<file path="config.mk">
export PLATFORM = sky130hd
export DESIGN_NAME = uart_i2c_cmd_parser
export DESIGN_NICKNAME = d
export VERILOG_FILES = /design/src/rtl/uart_i2c_cmd_parser.sv
export SDC_FILE = /design/constraint.sdc
export NUM_CORES = 1
export LEC_CHECK = 0
export ABC_AREA = 1
export BUFFER_PORTS_ARGS = -buffer_cell sky130_fd_sc_hd__buf_2
export CAP_MARGIN = 20
export CORE_MARGIN = 10
export CORE_UTILIZATION = 40
export DETAILED_ROUTE_END_ITERATION = 10
export GPL_ROUTABILITY_DRIVEN = 0
export PLACE_DENSITY_LB_ADDON = 0.1
export SLEW_MARGIN = 5
export SYNTH_ARGS = -nofsm -noshare
export SYNTH_HDL_FRONTEND = slang
export SYNTH_SLANG_ARGS = --single-unit
</file>
<file path="constraint.sdc">
create_clock -name clk -period 2.2 [get_ports clk]
set_input_delay 0.11 -clock clk [delete_from_list [all_inputs] [get_ports clk]]
set_output_delay 0.11 -clock clk [all_outputs]
set_load 0.1 [all_outputs]
</file>
<file path="src/rtl/uart_i2c_cmd_parser.sv">
// rtl/uart_i2c_cmd_parser.sv - host command byte parser issuing I2C register read/write transactions
// Optional feature macro: CMD_TIMEOUT_EN (drop a partial command after BYTE_TIMEOUT idle cycles)
module uart_i2c_cmd_parser #(
   parameter int READ_BYTES   = 2,
   parameter int POLL_CYCLES  = 50000,
   parameter int BYTE_TIMEOUT = 1000000
) (
   input  logic       clk,
   input  logic       rst,
   input  logic [7:0] s_axis_tdata,
   input  logic       s_axis_tvalid,
   output logic       s_axis_tready,
   output logic [6:0] m_axis_cmd_address,
   output logic       m_axis_cmd_start,
   output logic       m_axis_cmd_read,
   output logic       m_axis_cmd_write,
   output logic       m_axis_cmd_stop,
   output logic       m_axis_cmd_valid,
   input  logic       m_axis_cmd_ready,
   output logic [7:0] m_axis_data_tdata,
   output logic       m_axis_data_tvalid,
   input  logic       m_axis_data_tready,
   input  logic [7:0] s_axis_data_tdata,
   input  logic       s_axis_data_tvalid,
   output logic       s_axis_data_tready,
   output logic [7:0] m_axis_tx_tdata,
   output logic       m_axis_tx_tvalid,
   input  logic       m_axis_tx_tready,
   output logic       busy,
   output logic       conv_active,
   output logic       err_timeout
);

   localparam int KW = (READ_BYTES > 1) ? $clog2(READ_BYTES) : 1;
   localparam int PW = $clog2(POLL_CYCLES + 1);
   localparam logic [KW-1:0] K_LAST = KW'(READ_BYTES - 1);
   localparam logic [PW-1:0] P_LAST = PW'(POLL_CYCLES - 1);
   localparam logic [PW-1:0] P_MAX  = PW'(POLL_CYCLES);

   if (READ_BYTES < 1 || READ_BYTES > 8 || POLL_CYCLES < 1 || BYTE_TIMEOUT < 1) begin : g_param_check
      $error("uart_i2c_cmd_parser: parameter out of range");
   end

   // PTR_DAT / WDAT_DAT carry the data beat that follows each write command handshake
   typedef enum logic [3:0] {
      S_IDLE, S_GET_REG, S_GET_DATA, S_PTR, S_PTR_DAT, S_WDAT, S_WDAT_DAT,
      S_RD, S_RXB, S_TXB, S_WAIT_POLL
   } state_t;

   state_t          state_q, state_d;
   logic [6:0]      addr_q, addr_d;
   logic            rw_q, rw_d;
   logic            conv_q, conv_d;
   logic [6:0]      reg_q, reg_d;
   logic [7:0]      wdata_q, wdata_d;
   logic [7:0]      rxb_q, rxb_d;
   logic [KW-1:0]   k_q, k_d;
   logic [PW-1:0]   poll_q, poll_d;

`ifdef CMD_TIMEOUT_EN
   localparam int TW = $clog2(BYTE_TIMEOUT + 1);
   localparam logic [TW-1:0] T_LAST = TW'(BYTE_TIMEOUT - 1);
   logic [TW-1:0]   tmo_q, tmo_d;
   logic            err_q, err_d;
   assign err_timeout = err_q;
`else
   assign err_timeout = 1'b0;
`endif

   assign busy               = (state_q != S_IDLE);
   assign conv_active        = conv_q;
   assign m_axis_cmd_address = addr_q;
   assign m_axis_tx_tdata    = rxb_q;

   // Next-state, datapath and handshake outputs for the command sequencer
   always_comb begin
      state_d            = state_q;
      addr_d             = addr_q;
      rw_d               = rw_q;
      conv_d             = conv_q;
      reg_d              = reg_q;
      wdata_d            = wdata_q;
      rxb_d              = rxb_q;
      k_d                = k_q;
      poll_d             = poll_q;
      s_axis_tready      = 1'b0;
      m_axis_cmd_start   = 1'b0;
      m_axis_cmd_read    = 1'b0;
      m_axis_cmd_write   = 1'b0;
      m_axis_cmd_stop    = 1'b0;
      m_axis_cmd_valid   = 1'b0;
      m_axis_data_tdata  = 8'h00;
      m_axis_data_tvalid = 1'b0;
      s_axis_data_tready = 1'b0;
      m_axis_tx_tvalid   = 1'b0;
`ifdef CMD_TIMEOUT_EN
      tmo_d              = '0;
      err_d              = 1'b0;
`endif
      case (state_q)
         S_IDLE: begin
            s_axis_tready = 1'b1;
            if (s_axis_tvalid) begin
               addr_d  = s_axis_tdata[7:1];
               rw_d    = s_axis_tdata[0];
               state_d = S_GET_REG;
            end
         end
         S_GET_REG: begin
            s_axis_tready = 1'b1;
            if (s_axis_tvalid) begin
               reg_d   = s_axis_tdata[6:0];
               conv_d  = rw_q & s_axis_tdata[7];
               state_d = rw_q ? S_PTR : S_GET_DATA;
            end
`ifdef CMD_TIMEOUT_EN
            else if (tmo_q == T_LAST) begin
               state_d = S_IDLE;
               err_d   = 1'b1;
            end else begin
               tmo_d = tmo_q + 1'b1;
            end
`endif
         end
         S_GET_DATA: begin
            s_axis_tready = 1'b1;
            if (s_axis_tvalid) begin
               wdata_d = s_axis_tdata;
               state_d = S_PTR;
            end
`ifdef CMD_TIMEOUT_EN
            else if (tmo_q == T_LAST) begin
               state_d = S_IDLE;
               err_d   = 1'b1;
            end else begin
               tmo_d = tmo_q + 1'b1;
            end
`endif
         end
         S_PTR: begin
            m_axis_cmd_valid = 1'b1;
            m_axis_cmd_start = 1'b1;
            m_axis_cmd_write = 1'b1;
            if (m_axis_cmd_ready) state_d = S_PTR_DAT;
         end
         S_PTR_DAT: begin
            m_axis_data_tvalid = 1'b1;
            m_axis_data_tdata  = {1'b0, reg_q};
            if (m_axis_data_tready) state_d = rw_q ? S_RD : S_WDAT;
         end
         S_WDAT: begin
            m_axis_cmd_valid = 1'b1;
            m_axis_cmd_write = 1'b1;
            m_axis_cmd_stop  = 1'b1;
            if (m_axis_cmd_ready) state_d = S_WDAT_DAT;
         end
         S_WDAT_DAT: begin
            m_axis_data_tvalid = 1'b1;
            m_axis_data_tdata  = wdata_q;
            if (m_axis_data_tready) state_d = S_IDLE;
         end
         S_RD: begin
            m_axis_cmd_valid = 1'b1;
            m_axis_cmd_read  = 1'b1;
            m_axis_cmd_start = (k_q == '0);
            m_axis_cmd_stop  = (k_q == K_LAST);
            if (m_axis_cmd_ready) state_d = S_RXB;
         end
         S_RXB: begin
            s_axis_data_tready = 1'b1;
            if (s_axis_data_tvalid) begin
               rxb_d   = s_axis_data_tdata;
               state_d = S_TXB;
            end
         end
         S_TXB: begin
            m_axis_tx_tvalid = 1'b1;
            if (m_axis_tx_tready) begin
               if (k_q == K_LAST) begin
                  k_d     = '0;
                  poll_d  = '0;
                  state_d = conv_q ? S_WAIT_POLL : S_IDLE;
               end else begin
                  k_d     = k_q + 1'b1;
                  state_d = S_RD;
               end
            end
         end
         S_WAIT_POLL: begin
            // Any host byte here (including one that arrived mid-read) stops the loop
            s_axis_tready = 1'b1;
            poll_d        = (poll_q == P_MAX) ? poll_q : poll_q + 1'b1;
            if (s_axis_tvalid) begin
               conv_d  = 1'b0;
               state_d = S_IDLE;
            end else if (poll_q == P_LAST) begin
               state_d = S_PTR;
            end
         end
         default: state_d = S_IDLE;
      endcase
   end

   // State and datapath registers
   always_ff @(posedge clk or posedge rst) begin
      if (rst) begin
         state_q <= S_IDLE;
         addr_q  <= '0;
         rw_q    <= 1'b0;
         conv_q  <= 1'b0;
         reg_q   <= '0;
         wdata_q <= '0;
         rxb_q   <= '0;
         k_q     <= '0;
         poll_q  <= '0;
      end else begin
         state_q <= state_d;
         addr_q  <= addr_d;
         rw_q    <= rw_d;
         conv_q  <= conv_d;
         reg_q   <= reg_d;
         wdata_q <= wdata_d;
         rxb_q   <= rxb_d;
         k_q     <= k_d;
         poll_q  <= poll_d;
      end
   end

`ifdef CMD_TIMEOUT_EN
   // Inter-byte idle counter and one-cycle timeout pulse
   always_ff @(posedge clk or posedge rst) begin
      if (rst) begin
         tmo_q <= '0;
         err_q <= 1'b0;
      end else begin
         tmo_q <= tmo_d;
         err_q <= err_d;
      end
   end
`endif

endmodule

</file>
======== After elaboration in Yosys (flattened, before gate mapping) ========
Index checks and enable logic that the tools add are counted.
word-level totals
  register bits after elaboration ......... 53
  input bits .............................. 23
  output and inout bits ................... 35
  logic and storage cells ................. 90
operators by class
  add/sub/neg operators ................... 2
  eq/ne operators ......................... 26
  mux-type cells .......................... 35
  bitwise gates (word level) .............. 2
  reduce and logical (&&, ||, !) cells .... 16
operators with widths
  kind                                                             count
  4-bit two-way mux                                                14
  16-bit two-way mux                                               3
  4-bit case mux with 11 select lines                              1
  16-bit == test, second input constant                            2
  16-bit case mux with 2 select lines                              1
  2-bit inequality test, second input constant                     13
  16-bit by 1-bit adder with 16-bit output, second input constant  1
  4-bit by 3-bit == test with 1-bit output, second input constant  4
  8-bit case mux with 2 select lines                               1
  4-bit == test, second input constant                             3
  1-bit two-way mux                                                11
  11-bit AND reduction                                             1
  2-bit AND reduction                                              5
  4-bit by 2-bit == test with 1-bit output, second input constant  2
  1-bit case mux with 2 select lines                               3
  4-bit by 1-bit == test with 1-bit output, second input constant  1
  4-bit logical NOT                                                1
  4-bit AND reduction                                              1
  2-bit nonzero test                                               2
  4-bit nonzero test                                               1
  2-bit OR reduction                                               2
  4-bit OR reduction                                               1
  3-bit inequality test, second input constant                     1
  3-bit AND reduction                                              1
  other kinds (5)                                                  5

======== Depth between registers and ports, before layout ========
  word-level depth ........................ 4
  gate-level depth with buffers ........... 10
  mapped depth without buffers ............ 10

======== Worst setup path after synthesis ========
No wires, ideal clock.
  path kind ............................... reg-to-output
  start point ............................. reg state_q[0]
  end point ............................... out s_axis_tready
  arrival time ............................ 2.805 ns
  required time ........................... 2.090 ns
  setup slack ............................. -0.715 ns
  cell stages (with the launch flop) ...... 4
  path buffers ............................ 0
  cells stage by stage .................... dfrtp_1 nand2_1 inv_1 a211oi_1
on the way
  word-level cells in the longest chain between the ends .. 3
  elaborated cells on any way between the ends .. 6
  classes of those cells .................. eq/ne: 3; mux: 1; reduce/logical: 2
RTL lines
  what                                     RTL line  text
  start: declaration                       50        state_t state_q, state_d;
  start signal: assignment                 217       state_q <= state_d;
  4-bit == test (tied with other cells)    100       case (state_q)
  4-bit OR reduction (no source line) (*)  --
  1-bit two-way mux (*)                    100
  end: declaration                         12        output logic s_axis_tready,
Mark *: on every way between the ends. The rest lies on a longest branch, timed or not.

======== Final worst setup path ========
  start point ............................. reg state_q[0]
  end point ............................... out m_axis_data_tdata[5]
on the way
  word-level cells in the longest chain between the ends .. 2
  elaborated cells on any way between the ends .. 3
  classes of those cells .................. eq/ne: 2; mux: 1
RTL lines
  what                                      RTL line  text
  4-bit by 3-bit == test with 1-bit output  100
  8-bit case mux with 2 select lines (*)    100
  end: declaration                          20        output logic [7:0] m_axis_data_tdata,
Marked as above.

==> summary.md <==
| Metric | Value |
|---|---|
| H-tree depth | `2` |
| Post-layout minimum cycle time | `2.05 ns` |
| Max-cap violations | `0` |
| Async SR Flop Fraction | `100%` |
| Crit-path max FO | `7` |
| Startpoint class of the critical path | `register` |
| Dominant synthesized flop cell | `dfrtp_1` |
| Final #Nets | `473` |
| Commonest non-fill, non-tap cell in the layout | `nand2_1` |
| Final std cells w/o fill | `548` |
| Placed insts | `538` |
| Register area share after synthesis | `44.1%` |
| Ant. Diodes | `0` |
| Mean Syn Cell Area | `7.79 um2` |
| Final core utilization | `48.8%` |
| Total Routed Length | `7450 um` |
| Achievable Freq | `0.489 GHz` |
| Clock Latency Late Sink | `0.32 ns` |
| Worst Tran Pin Value | `0.546 ns` |
| Via density | `4.86` |
| CP endpoint kind | `primary output` |
| Mapped cell area | `3010 um2` |
| Final hold slack | `0.0203 ns` |
| CTS Buffer Depth | `2` |
| Share of layout cells above drive strength 1 | `22.7%` |
| First-pass GRT wire length | `12600 um` |
| Met2 wire length | `3280 um` |
| Worst Path Arrival | `1.94 ns` |
| Cells after Synth | `386` |
| Post-DP HPWL | `5750 um` |
| #FFs+latches synth | `53` |
| DRT antenna net count | `0` |
| Area growth from synthesis to layout | `18.3%` |
| Initial antenna violation count | `0` |
| Slack of the critical path | `0.154 ns` |
| Synth Warn # | `0` |
| Slew Limit Fails | `0` |
| Run status | `finished, final reports clean` |
| Vias in the first global route | `2678` |
| Drt wl/cell | `13.6 um` |
| Max-slew headroom | `63.5%` |
| Total gr overflow | `0` |
| Worst vdd ir | `0.000869 V` |
| Unrepaired setup endpoints after global routing | `no` |
| Highest Signal Layer | `met4` |
| Setup CP Type | `reg2out` |
| Pleak | `1.91 nW` |
| Final setup viols | `0` |
| Root buffer cell | `clkbuf_8` |
| Largest net degree at the start of global routing | `31` |
| Initial core utilization | `41.2%` |
| Multi-input logic area | `1430 um2` |
| FF+latch area | `1330 um2` |
| R2R setup slack | `0.51 ns` |
| DIE HEIGHT | `107 um` |
| CTS tree | `done` |
| Area of the die | `11400 um2` |
| Setup TNS | `0 ns` |
| Met3 wire len | `599 um` |
| Drt initial violations | `61` |
| Netlist cell types | `31` |
| Fill count | `781` |
| DP Worst Slack | `0.417 ns` |
| DRC | `0` |
| CTS Buf Count | `5` |
| Post-route clock skew | `0.00794 ns` |
| Sink Count | `53` |
| WP data required | `2.09 ns` |
| Via count | `2666` |
| Most frequent cells in the layout | `nand2_1, dfrtp_1, buf_2, inv_1, nor2_1` |
| Row cnt | `31` |
| Post-Syn Nets | `411` |
| Worst-path clk slew | `0.11 ns` |
| Buffers added on ports | `56` |
| Pwr/cell area | `1620 nW/um2` |
| EDFF count, synth | `0` |
| Drt pass-1 iters | `4` |
| # IOs | `58` |
| Post-route clock period utilization | `93.0%` |
| Core Footprint | `7290 um2` |
| Met1 wire length | `3490 um` |
| Final hold violation count | `0` |
| Hold/Removal Path Class | `in2reg` |
| GR Util All Layers | `13.3%` |
| Die Wd | `107 um` |
[kinds of logic (layout without fill, tap and decap cells)]
family	after synthesis	count (layout)	share of synthesized area (%)
xor gates and xnor gates	8	8	2.33
adders and majority gates	2	2	0.832
AOI/OAI and AO/OA	39	39	7.78
and+or+nand+nor	216	216	33.1
buffers and inverters	58	121	8.32
muxes	9	9	3.37
other	1	1	0.125
DFF	53	53	44.1
[where the power goes]
part / switching (mW) / total, mW / internal [mW]
Sequential: 0.341 / 1.72 / 1.37
Clock: 0.374 / 0.616 / 0.241
Combinational: 2.71 / 3.44 / 0.733
[metal layers]
| layer | vias to the layer above | GRT usage (%) |
|---|---|---|
| met1 | 1235 | 16.2 |
| met3 | 8 | 5.09 |
| met4 | 0 | 3.58 |
| met5 | - | 0 |
| li1 | 1358 | - |
| met2 | 65 | 21.3 |
[sequential cells by signal (all words and copies together), names as in the netlist]
| name | count |
|---|---|
| poll_q | 16 |
| state_q | 4 |
| wdata_q | 8 |
| m_axis_cmd_address | 7 |
| m_axis_tx_tdata | 8 |
| reg_q | 7 |
| rw_q | 1 |
| conv_active | 1 |
| k_q | 1 |
[Yosys cell counts (2+ instances only)]
| cell | n | area, um2 |
|---|---|---|
| nand2_1 | 110 | 413 |
| dfrtp_1 | 53 | 1330 |
| inv_1 | 48 | 180 |
| nor2_1 | 40 | 150 |
| nand3_1 | 38 | 190 |
| o21ai_0 | 20 | 100 |
| nand4_1 | 10 | 62.6 |
| mux2_2 | 9 | 101 |
| xor2_1 | 8 | 70.1 |
| o21a_1 | 7 | 52.6 |
| buf_2 | 4 | 20.0 |
| o21ai_2 | 4 | 35.0 |
| a21oi_1 | 3 | 15.0 |
| nand2_4 | 3 | 33.8 |
| nand3_2 | 3 | 30.0 |
| nor2_4 | 3 | 33.8 |
| o22ai_1 | 3 | 18.8 |
| ha_1 | 2 | 25.0 |
| inv_2 | 2 | 7.51 |
| nand2_2 | 2 | 12.5 |
| nor2_2 | 2 | 12.5 |
| nor2_8 | 2 | 40.0 |
| nor3_1 | 2 | 10.0 |
[worst max-delay path, cell delays in order (launching register included)]
cell	delay (ns)
dfrtp_1	0.46
inv_1	0.12
nand2_1	0.19
inv_1	0.25
nand3_1	0.11
nand2_1	0.07
buf_2	0.42
[stage by stage]
| step | power [mW] | area [um2] |
|---|---|---|
| floorplan | 4.54 | 3010 |
| global placement | 5.13 | 3420 |
| detailed placement | 5.16 | 3420 |
| CTS | 5.79 | 3520 |
| global route | 6.17 | 3560 |
| finish | 5.77 | 3560 |
[layout make-up]
class,count,share of cell area (%)
Tap cell,99,3.48
Clock buffer,5,1.93
Clock inverter,3,0.809
Sequential cell,53,37.3
Multi-Input combinational cell,275,40.3
Timing Repair Buffer,63,10.9
Inverter,50,5.28
[final timing paths]
kind	start	end	cells past startpoint
worst max-delay path	state_q[0]	m_axis_data_tdata[5]	6
worst min-delay path	s_axis_data_tdata[2]	m_axis_tx_tdata[2]	2
worst max register to register	state_q[2]	poll_q[9]	8
worst min register to register	m_axis_cmd_address[5]	m_axis_cmd_address[5]	1
max in group asynchronous	rst	m_axis_tx_tdata[6]	4
min in group asynchronous	rst	m_axis_cmd_address[0]	3
[repair_timing]
item | in CTS | in global routing
setup endpoints to repair | 0 | 10
gates resized for setup | 0 | 5
hold buffers | 1 | 0
endpoints found under the hold margin | 23 | 0
setup buffers | 0 | 1
No activity file was read; power rests on OpenSTA's default activity.
